File: src/rtl/move_stack.sv
`default_nettype none
// ============================================================================
//  Module   : move_stack
//  Purpose  : LIFO stack of 2-bit solver move codes. Moves are pushed on
//             expand and popped on backtrack. The path freezes when the
//             solver reports the goal. Any overflow or underflow parks the
//             stack in a sticky error state until clr.
//  Ports    :
//    clk   in   1        system clock, all state on posedge
//    rst   in   1        asynchronous active-high reset
//    clr   in   1        synchronous clear back to an empty BUILD stack
//    push  in   1        push mv onto the stack
//    pop   in   1        remove the top move
//    mv    in   2        move code (UP=0, DOWN=1, RIGHT=2, LEFT=3)
//    done  in   1        goal reached, freeze the path
//    ord   out  2*DEPTH  packed path, slot i = ord[2i+1:2i], slot 0 first
//    len   out  LEN_W    number of valid moves
//    top   out  2        code in slot len-1, 0 when empty
//    comp  out  1        path complete and frozen
//    full  out  1        len == DEPTH
//    empty out  1        len == 0
//    err   out  1        sticky overflow/underflow flag
//  Revision : 1.0  initial release
// ============================================================================
module move_stack #(
  parameter int DEPTH = 17,
  parameter int LEN_W = 5
) (
  input  logic                 clk,
  input  logic                 rst,
  input  logic                 clr,
  input  logic                 push,
  input  logic                 pop,
  input  logic [1:0]           mv,
  input  logic                 done,
  output logic [2*DEPTH-1:0]   ord,
  output logic [LEN_W-1:0]     len,
  output logic [1:0]           top,
  output logic                 comp,
  output logic                 full,
  output logic                 empty,
  output logic                 err
);

  typedef enum logic [1:0] {
    BUILD = 2'd0,
    DONE  = 2'd1,
    ERR   = 2'd2
  } state_t;

  state_t             state, state_n;
  logic [2*DEPTH-1:0] ord_n;
  logic [LEN_W-1:0]   len_n;
  logic               wr_en;
  logic [LEN_W-1:0]   wr_idx;
  logic [1:0]         wr_val;
  logic               illegal;

  assign full  = (len == LEN_W'(DEPTH));
  assign empty = (len == '0);
  assign comp  = (state == DONE);
  assign err   = (state == ERR);

  // Top-of-stack is decoded from the registered path and length.
  always_comb begin
    top = 2'b00;
    for (int i = 0; i < DEPTH; i++) begin
      if (len == LEN_W'(i + 1)) top = ord[2*i +: 2];
    end
  end

  // Next-state logic. At most one slot is written per cycle; wr_idx/wr_val
  // describe that write. Pops write 0 so vacated slots always read back 0.
  always_comb begin
    ord_n   = ord;
    len_n   = len;
    state_n = state;
    wr_en   = 1'b0;
    wr_idx  = len;
    wr_val  = mv;
    illegal = 1'b0;

    if (clr) begin
      ord_n   = '0;
      len_n   = '0;
      state_n = BUILD;
    end else if (state == BUILD) begin
      if (push && pop) begin
        // Replace top; on an empty stack this degenerates to a plain push.
        wr_en = 1'b1;
        if (empty) begin
          wr_idx = len;
          len_n  = len + LEN_W'(1);
        end else begin
          wr_idx = len - LEN_W'(1);
        end
      end else if (push) begin
        if (full) begin
          illegal = 1'b1;
        end else begin
          wr_en  = 1'b1;
          wr_idx = len;
          len_n  = len + LEN_W'(1);
        end
      end else if (pop) begin
        if (empty) begin
          illegal = 1'b1;
        end else begin
          wr_en  = 1'b1;
          wr_idx = len - LEN_W'(1);
          wr_val = 2'b00;
          len_n  = len - LEN_W'(1);
        end
      end

      for (int i = 0; i < DEPTH; i++) begin
        if (wr_en && (wr_idx == LEN_W'(i))) ord_n[2*i +: 2] = wr_val;
      end

      // An illegal op beats a simultaneous done.
      if (illegal)   state_n = ERR;
      else if (done) state_n = DONE;
    end
  end

  always_ff @(posedge clk or posedge rst) begin
    if (rst) begin
      ord   <= '0;
      len   <= '0;
      state <= BUILD;
    end else begin
      ord   <= ord_n;
      len   <= len_n;
      state <= state_n;
    end
  end

endmodule
`default_nettype wire

File: config.mk
export PLATFORM = sky130hd
export DESIGN_NAME = move_stack
export DESIGN_NICKNAME = d
export VERILOG_FILES = /design/src/rtl/move_stack.sv
export SDC_FILE = /design/constraint.sdc
export NUM_CORES = 1
export LEC_CHECK = 0
export CAP_MARGIN = 20
export CORE_MARGIN = 8
export CORE_UTILIZATION = 53
export DETAILED_ROUTE_END_ITERATION = 12
export GPL_TIMING_DRIVEN = 0
export PLACE_DENSITY = 0.85
export SLEW_MARGIN = 10
export SYNTH_ARGS = -nofsm -noshare
export SYNTH_HDL_FRONTEND = slang
export SYNTH_SLANG_ARGS = --single-unit
export TNS_END_PERCENT = 20
File: constraint.sdc
create_clock -name clk -period 3.1 [get_ports clk]
set_input_delay 0.62 -clock clk [delete_from_list [all_inputs] [get_ports clk]]
set_output_delay 0.62 -clock clk [all_outputs]
set_load 0.1 [all_outputs]
==> results of run 1 <==
metrics by stage:
| stage | TNS (ns) | setup WS, ns | utilization, % |
|---|---|---|---|
| after floorplan | -0.0736 | -0.0736 | - |
| after global placement | -1.79 | -1.01 | 68.3 |
| after detailed placement | -1.94 | -1.02 | 68.7 |
| after CTS | -0.120 | -0.0682 | 74.2 |
| after global routing | -0.178 | -0.0971 | 75.6 |
| final | -0.0442 | -0.0402 | 75.6 |
layout make-up:
cell class,instances,area [µm²],area share (%)
Sequential cell,41,1040,26.8
Buffer,19,153,3.93
Timing Repair Buffer,66,661,17.0
Clock inverter,1,7.51,0.193
Tap cell,70,87.6,2.26
Multi-Input combinational cell,242,1790,46.2
Clock buffer,6,82.6,2.13
Inverter,14,60.1,1.55
what timing repair did:
action	in CTS	in global routing
pin swaps	3	5
setup endpoints to repair	4	2
resized for setup	51	14
setup buffers	7	6
gates cloned	0	0
layer usage:
metal  routed length (µm)  share of wire, %
met2                 4630                50
met4                  237               2.6
met5                    0                 0
met3                  630               6.8
met1                 3750                41
synth_stat cells, types with 3 or more instances:
library cell / instances / area (µm²)
nor2_1: 17 / 63.8
nand4_1: 3 / 18.8
nand3b_1: 4 / 30.0
dfrtp_1: 41 / 1030
nand2_1: 26 / 97.6
buf_2: 6 / 30.0
nand3_1: 8 / 40.0
nor2b_1: 11 / 68.8
inv_1: 14 / 52.6
a31oi_1: 4 / 25.0
a31o_2: 5 / 43.8
nand2b_1: 36 / 225
a21oi_1: 18 / 90.1
a221oi_1: 4 / 35.0
clkbuf_1: 14 / 52.6
ha_1: 6 / 75.1
mux2i_1: 35 / 350
o21ai_0: 15 / 75.1
nor3_1: 4 / 20.0
worst reg2reg max path: cells and delay by family, from the launching register on:
family | cells | cell delay (ns)
AO/OA/AOI/OAI | 2 | 0.87
AND/OR/NAND/NOR | 2 | 0.29
adder cells (fa/ha/maj) | 1 | 0.21
buffers and inverters | 4 | 0.60
multiplexers | 1 | 0.23
flip-flops | 1 | 0.53
flip-flops by register name (all words and copies together) (netlist names):
signal	flops
len	5
ord	34
state	2
cell usage in the layout (no fill, tap or decap), types with 11 or more instances in the layout:
cell / synthesis / routed
nand2_1: 26 / 24
clkdlybuf4s50_1: 0 / 48
dfrtp_1: 41 / 36
buf_4: 0 / 14
nand2b_1: 36 / 36
mux2i_1: 35 / 35
nor2b_1: 11 / 11
inv_1: 14 / 11
nor2_1: 17 / 17
o21ai_0: 15 / 14
a21oi_1: 18 / 18
worst max path at each step:
stage / endpoint / depth (start not counted)
floorplan: top[1] / 9
global placement: top[1] / 10
detailed placement: top[1] / 10
CTS: top[1] / 10
global route: top[1] / 9
finish: top[1] / 9
kinds of logic (layout without fill, tap and decap cells):
group | Yosys count | after routing | synth area share [%]
xor+xnor | 1 | 1 | 0.310
mux | 36 | 36 | 12.8
compound gates | 69 | 69 | 16.7
buf+inv | 34 | 106 | 4.78
flops | 41 | 41 | 36.3
simple gates | 130 | 130 | 26.5
fa+ha+maj | 6 | 6 | 2.65
power by group:
group	total (µW)	switching (µW)	internal [µW]
combinational	2060	1350	713
clock	372	196	176
sequential	665	72.0	593
==> flow_metrics.tcl, run 1 <==
set metrics [dict create \
    drtPass1Iterations 5 \
    via_per_inst 6.17 \
    period_minus_slack_ns 3.14 \
    violations "setup timing" \
    syn_nets 331 \
    tritoncts.num_buffers 5 \
    finClkSkew_ns 0.00399 \
    outcome "finished, violations left" \
    critical_path_arrival_ns 2.52 \
    use_met2_pct 42.0 \
    seq_area_frac_synth_pct 36.3 \
    cts_root_buf "clkbuf_8" \
    drc 0 \
    slew_headroom_pct 33.8 \
    avgSynthCellArea_um2 8.92 \
    cp-end-kind "output pin" \
    rsz0062_at_grt "yes" \
    timing.rr.start "len[0]" \
    cp-startpoint "len[1]" \
    cp_common_cell "ha_4" \
    h-tree-depth 2 \
    diodes 0 \
    grt_max_degree 27 \
    leakage_uw 0.00174 \
    hold_buffers 0 \
    wl_per_cell_um 20.2 \
    grt_pass1_wl_mm 14.9 \
    cts_tree "built" \
    fin_crit_sh_pct 101 \
    setup_slack_ns -0.0402 \
    synth_edf_count 0 \
    synth_seq_cells 41 \
    gp_congestion 0.950 \
    async_flop_share_pct 100 \
    synthFlopType "dfrtp_1" \
    globalRouteMet1Util_pct 29.0 \
    drt_iter0_markers 272 \
    synthesis.area_mm2 0.00283 \
    design.core.area_mm2 0.00514 \
    p_per_area_mw_per_mm2 798 \
    track_usage_pct 24.4 \
    areaGrowthSynthToFinish_pct 37.3 \
    clock.fmax_mhz 318 \
    first_global_vias 2937 \
    fp.dieH_um 89.1 \
    r2r_setup_slack_ns 0.30 \
    ff2ff_path_depth 10 \
    clk_latency_ns 0.30 \
    ys_warn_count 0 \
    netlist_instances 317 \
    path_buf_inv 2 \
    startpoint_type "flip-flop" \
    drv_slew 0 \
    drtAntennaViolNets 0 \
    dp.cells 440 \
    fin_hold_ws_ns 0.583 \
    drive_above_1_share_pct 19.5 \
    critPathTopFamily "compound AO/OA/AOI/OAI gates" \
    path_cells "ha_4 > buf_8 > and3_4 > ha_4 > a311o_1 > a31oi_2 > nand3_1 > a22o_4 > buf_12" \
    dp_hpwl_mm 6.30 \
    whs_path_depth 2 \
    worst_ep_required_time_ns 2.48 \
    worstHoldStart "ord[5]" \
    dpl_cell_area_mm2 0.00353 \
    min_to "ord[5]" \
    drt_wl_total_mm 9.26 \
    max_stage_delay_ns 0.54 \
    path_clk_slew_ns 0.08 \
    fillCellCount 406 \
    slowest_stage "dfrtp_4" \
    min_path_type "reg -> reg" \
    num_io_pins 53 \
    worst-path-max-fanout 4 \
    nets 403 \
    max_cap_violations 0 \
    num_vias 2831 \
    die_area_mm2 0.00793 \
    die_w_um 89.1 \
    rows 26 \
    fin_area_mm2 0.00388 \
    grt.busiest_layer "met2" \
    cts.sinks 41 \
    stdcell_count 459 \
    antenna_found_initial 0 \
    path_class "reg -> out" \
    ys_types 52 \
    hold_violations 0 \
    use_met3_pct 4.87 \
    power_uw 3100 \
    ir_drop_mv 0.674 \
    io_buffer_count 52 \
    setup_violations 2 \
    cts_buffer_depth 2 \
    rr_endpoint "ord[33]" \
    start_util_pct 55.0 \
    max_slew.worst_pin.slew_ns 0.990 \
    grt_overflow 0 \
]
No activity file was read; power rests on OpenSTA's default activity.
==> inputs of run 2 (changes only) <==
--- a/config.mk
+++ b/config.mk
@@ -7,10 +7,10 @@
 export LEC_CHECK = 0
 export CAP_MARGIN = 20
 export CORE_MARGIN = 8
-export CORE_UTILIZATION = 53
+export CORE_UTILIZATION = 35
 export DETAILED_ROUTE_END_ITERATION = 12
 export GPL_TIMING_DRIVEN = 0
-export PLACE_DENSITY = 0.85
+export PLACE_DENSITY = 0.61
 export SLEW_MARGIN = 10
 export SYNTH_ARGS = -nofsm -noshare
 export SYNTH_HDL_FRONTEND = slang
==> run 2 against run 1 <==
The run still ends with setup timing left; non-clock buffer count is 5 lower; global-route usage is 8.3 points lower; largest cell class unchanged; hold slack worse by 0.0073 ns.
==> flow_metrics.tcl, run 2 (same netlist as run 1, synthesis figures left out) <==
set metrics [dict create \
    p_sw_uw 1600 \
    drive_above_1_share_pct 18.4 \
    drv_slew 0 \
    internal-power_uw 1460 \
    clock.fmax_mhz 315 \
    first_global_vias 2809 \
    grt_overflow 0 \
    r2r_setup_slack_ns 0.35 \
    diodes 0 \
    setup_violations 1 \
    grt.busiest_layer "met2" \
    top_register "ord" \
    path_cells "ha_4 > clkbuf_16 > and3_4 > ha_4 > a311o_1 > a31oi_2 > nand3_1 > a22o_4 > buf_12" \
    place_ws_ns -1.08 \
    drc 0 \
    hold_buffers 0 \
    worst-path-max-fanout 10 \
    grt_max_degree 23 \
    clk_latency_ns 0.30 \
    areaGrowthSynthToFinish_pct 37.9 \
    drtAntennaViolNets 0 \
    fin_crit_sh_pct 103 \
    gp_congestion 0.895 \
    seqPwrFrac_pct 21.9 \
    period_minus_slack_ns 3.18 \
    swShare_pct 52.3 \
    path_buf_inv 2 \
    use_met2_pct 26.8 \
    num_io_pins 53 \
    die_area_mm2 0.0112 \
    drt_wl_total_mm 9.15 \
    path_class "reg -> out" \
    cts.sinks 41 \
    reg_top3 "ord (34), len (5), state (2)" \
    setup_slack_ns -0.0779 \
    wl_per_cell_um 18.8 \
    max_stage_delay_ns 0.54 \
    die_w_um 106 \
    critPathTopFamily "compound AO/OA/AOI/OAI gates" \
    p_per_area_mw_per_mm2 784 \
    antenna_found_initial 0 \
    hold_violations 0 \
    tritoncts.num_buffers 5 \
    min_path_type "reg -> reg" \
    io_buffer_count 52 \
    slew_headroom_pct 33.9 \
    ir_drop_mv 0.304 \
    design.core.area_mm2 0.00777 \
    cp-end-kind "output pin" \
    num_vias 2696 \
    via_per_inst 5.54 \
    rsz0062_at_grt "yes" \
    path_clk_slew_ns 0.09 \
    max_slew.worst_pin.slew_ns 0.989 \
    final_cell_mix "clkdlybuf4s50_1 (48), nand2b_1 (36), dfrtp_1 (36)" \
    dp_hpwl_mm 6.56 \
    h-tree-depth 2 \
    start_util_pct 36.4 \
    max_cap_violations 0 \
    grt_pass1_wl_mm 14.8 \
    p_comb_share_pct 65.5 \
    final_common_cell "clkdlybuf4s50_1" \
    largest_reg_flops 34 \
    finClkSkew_ns 0.00333 \
    cp_common_cell "ha_4" \
    leakage_uw 0.00172 \
    clkPwrFrac_pct 12.6 \
    nets 398 \
    drt_iter0_markers 120 \
    violations "setup timing" \
    use_met3_pct 2.84 \
    cts_buffer_depth 2 \
    fp.dieH_um 106 \
    outcome "finished, violations left" \
    finalSetupTns_ns -0.0779 \
    cts_tree "built" \
    critical_path_arrival_ns 2.56 \
    slowest_stage "dfrtp_4" \
    drtPass1Iterations 4 \
    globalRouteMet1Util_pct 20.8 \
    rows 32 \
    startpoint_type "flip-flop" \
    track_usage_pct 16.1 \
    worst_ep_required_time_ns 2.48 \
    cts_root_buf "clkbuf_8" \
]
-- run 2: cell type report --
| cell class | count | area [µm²] |
|---|---|---|
| inverter | 14 | 60.1 |
| clock buffer | 6 | 82.6 |
| buffer | 20 | 173 |
| clock inverter | 2 | 13.8 |
| sequential | 41 | 1040 |
| fill | 766 | 3870 |
| tap | 102 | 128 |
| multi-input combinational | 242 | 1790 |
| timing repair buffer | 60 | 617 |
-- run 2: routing by layer --
metal	vias up	part of all wire [%]
li1	1269	-
met1	1327	46
met2	86	47
met3	14	4.8
met4	0	1.5
met5	-	0
-- run 2: worst min-delay path, cell delays in order, from the launching register on --
cell      delay (ns)
dfrtp_1         0.40
nand2b_1        0.07
mux2i_1         0.06
-- run 2: worst paths after layout --
check	depth (start not counted)	from	to
setup / recovery	9	len[0]	top[1]
hold / removal	2	ord[32]	ord[32]
setup reg to reg	7	len[0]	ord[33]
hold reg to reg	2	ord[32]	ord[32]
max in group asynchronous	3	rst	ord[13]
min in group asynchronous	2	rst	ord[25]
-- run 2: what timing repair did --
action                     CTS  global route
pin swaps                    3             0
setup buffers                7             0
setup endpoints to repair    4             3
resized for setup           51            14
gates cloned                 0             0
-- run 2: power groups by stage --
stage	registers [µW]	logic, µW	clock network (µW)
2_1_floorplan	984	1070	0
3_3_place_gp	681	1800	0
3_5_place_dp	682	1820	0
4_1_cts	667	1970	390
5_1_grt	677	2130	406
6_report	669	2000	386
-- run 2: per-stage QoR --
| stage | std cells | total power [µW] | utilization, % | instance area [µm²] | hold slack (ns) |
|---|---|---|---|---|---|
| 5_1_grt | 487 | 3210 | 50.2 | 3900 | 0.601 |
| 4_1_cts | 487 | 3020 | 49.9 | 3880 | 0.577 |
| 3_5_place_dp | 472 | 2500 | 46.1 | 3580 | 0.564 |
| 2_1_floorplan | 317 | 2050 | - | 2900 | 0.530 |
| 6_report | 487 | 3060 | 50.2 | 3900 | 0.576 |
| 3_3_place_gp | 471 | 2480 | 45.7 | 3550 | 0.561 |
==> inputs of run 3 (changes only) <==
--- a/config.mk
+++ b/config.mk
@@ -6,6 +6,7 @@
 export NUM_CORES = 1
 export LEC_CHECK = 0
 export CAP_MARGIN = 20
+export CORE_ASPECT_RATIO = 0.6
 export CORE_MARGIN = 8
 export CORE_UTILIZATION = 35
 export DETAILED_ROUTE_END_ITERATION = 12
==> run 3 against run 2 <==
The run still ends with setup timing left; sequential share of layout area shrank 0.65 points; fmax up 1.6%; die area up 0.84%; clock skew barely moved; core utilization increased by 0.71 points; via count rose by 0.93%; cell count up 2.1%; wire length rose by 4.3%; global-route usage is 1.1 points higher; non-clock buffer count rose by 4; sequential power hardly changed; largest cell class unchanged; largest power group unchanged.
==> flow_metrics.tcl, run 3 (same netlist as run 1, synthesis figures left out) <==
set metrics [dict create \
    leakage_uw 0.00177 \
    largest_reg_flops 34 \
    setup_violations 1 \
    track_usage_pct 17.1 \
    gp_congestion 0.876 \
    diodes 0 \
    path_class "reg -> out" \
    finClkSkew_ns 0.00327 \
    slew_headroom_pct 32.4 \
    worst_ep_required_time_ns 2.48 \
    dp.cells 478 \
    design.core.area_mm2 0.00785 \
    cp-end-kind "output pin" \
    cp-startpoint "len[1]" \
    power_uw 3200 \
    worstHoldStart "ord[22]" \
    nets 402 \
    start_util_pct 36.0 \
    io_buffer_count 52 \
    violations "setup timing" \
    first_global_vias 2654 \
    worst-path-max-fanout 5 \
    fp.dieH_um 85.6 \
    place_ws_ns -1.10 \
    top_register "ord" \
    grt_overflow 0 \
    fin_crit_sh_pct 101 \
    hold_violations 0 \
    antenna_found_initial 0 \
    drive_above_1_share_pct 19.8 \
    period_minus_slack_ns 3.13 \
    final_core_util_pct 50.9 \
    wl_per_cell_um 19.2 \
    cts_buffer_depth 2 \
    final_common_cell "clkdlybuf4s50_1" \
    areaGrowthSynthToFinish_pct 41.3 \
    timing.rr.start "len[0]" \
    min_path_type "reg -> reg" \
    grt_pass1_wl_mm 15.3 \
    cts_root_buf "clkbuf_16" \
    clock.fmax_mhz 320 \
    drtAntennaViolNets 0 \
    dp_hpwl_mm 6.98 \
    drt_wl_total_mm 9.54 \
    rsz0062_at_grt "yes" \
    via_per_inst 5.47 \
    outcome "finished, violations left" \
    reg_top3 "ord (34), len (5), state (2)" \
    drc 0 \
    setup_slack_ns -0.0280 \
    cts.sinks 41 \
    num_vias 2721 \
    cts_tree "built" \
    num_io_pins 53 \
    path_clk_slew_ns 0.06 \
    drt_iter0_markers 220 \
    tritoncts.num_buffers 5 \
    max_slew.worst_pin.slew_ns 1.01 \
    die_area_mm2 0.0113 \
    fin_hold_ws_ns 0.575 \
    die_w_um 132 \
    p_per_area_mw_per_mm2 801 \
    final_cell_mix "clkdlybuf4s50_1 (48), nand2b_1 (36), dfrtp_1 (36)" \
    critical_path_arrival_ns 2.51 \
    rows 25 \
    grt_max_degree 22 \
    startpoint_type "flip-flop" \
    max_cap_violations 0 \
    stdcell_count 497 \
    drtPass1Iterations 5 \
    h-tree-depth 2 \
    ir_drop_mv 0.315 \
    clk_latency_ns 0.29 \
    drv_slew 0 \
]
## run 3: changes by cell type in the layout (fill, tap and decap cells not counted), moves of 2 or more
cell	before	now
buf_4	8	14
a221oi_1	3	1
clkbuf_16	2	7
a221oi_2	1	3
clkbuf_8	8	1
## run 3: per-stage QoR
step | area, µm² | setup TNS [ns]
floorplan | 2900 | -0.0736
global placement | 3560 | -2.01
detailed placement | 3590 | -2.01
CTS | 3930 | -0.0377
global route | 4000 | -0.0981
finish | 4000 | -0.0280
## run 3: timing repair
| item | in CTS | in global routing |
|---|---|---|
| resized for setup | 51 | 19 |
| cloned | 0 | 0 |
| hold buffers | 0 | 0 |
| setup endpoints to repair | 4 | 2 |
| pin swaps | 4 | 6 |
| buffers inserted | 8 | 4 |
## run 3: worst max-delay path, cell delays in order, from the launching register on
cell     delay, ns
dfrtp_4       0.52
ha_4          0.19
buf_8         0.12
and3_4        0.17
ha_4          0.16
a311o_1       0.35
a31oi_4       0.19
nand3_2       0.10
a22o_4        0.25
buf_12        0.16
## run 3: metal layers
layer,routed length (µm),global-route usage (%),vias up
met2,3710,22.9,125
met5,0,0,-
met1,4860,25.7,1304
met3,870,5.25,11
li1,-,-,1281
met4,96,3.52,0
## run 3: worst paths after layout
| kind | depth (start not counted) | endpoint | slack [ns] |
|---|---|---|---|
| worst max-delay path | 9 | top[1] | -0.03 |
| min in group asynchronous | 2 | ord[3] | 0.67 |
| worst min register to register | 2 | ord[22] | 0.57 |
| worst min-delay path | 2 | ord[22] | 0.57 |
| worst max register to register | 7 | ord[32] | 0.34 |
| max in group asynchronous | 3 | len[2] | 1.93 |
## run 3: layout make-up
| type | count | area (µm²) |
|---|---|---|
| Multi-Input combinational cell | 242 | 1800 |
| Inverter | 14 | 57.6 |
| Timing Repair Buffer | 65 | 661 |
| Clock buffer | 6 | 129 |
| Tap cell | 108 | 135 |
| Sequential cell | 41 | 1040 |
| Buffer | 19 | 161 |
| Fill cell | 742 | 3850 |
| Clock inverter | 2 | 10.0 |
## run 3: power breakdown
| group | total (µW) | internal, µW | switching [µW] |
|---|---|---|---|
| clock | 510 | 296 | 214 |
| combinational | 2020 | 692 | 1330 |
| sequential | 671 | 594 | 76.4 |
| total | 3200 | 1580 | 1620 |
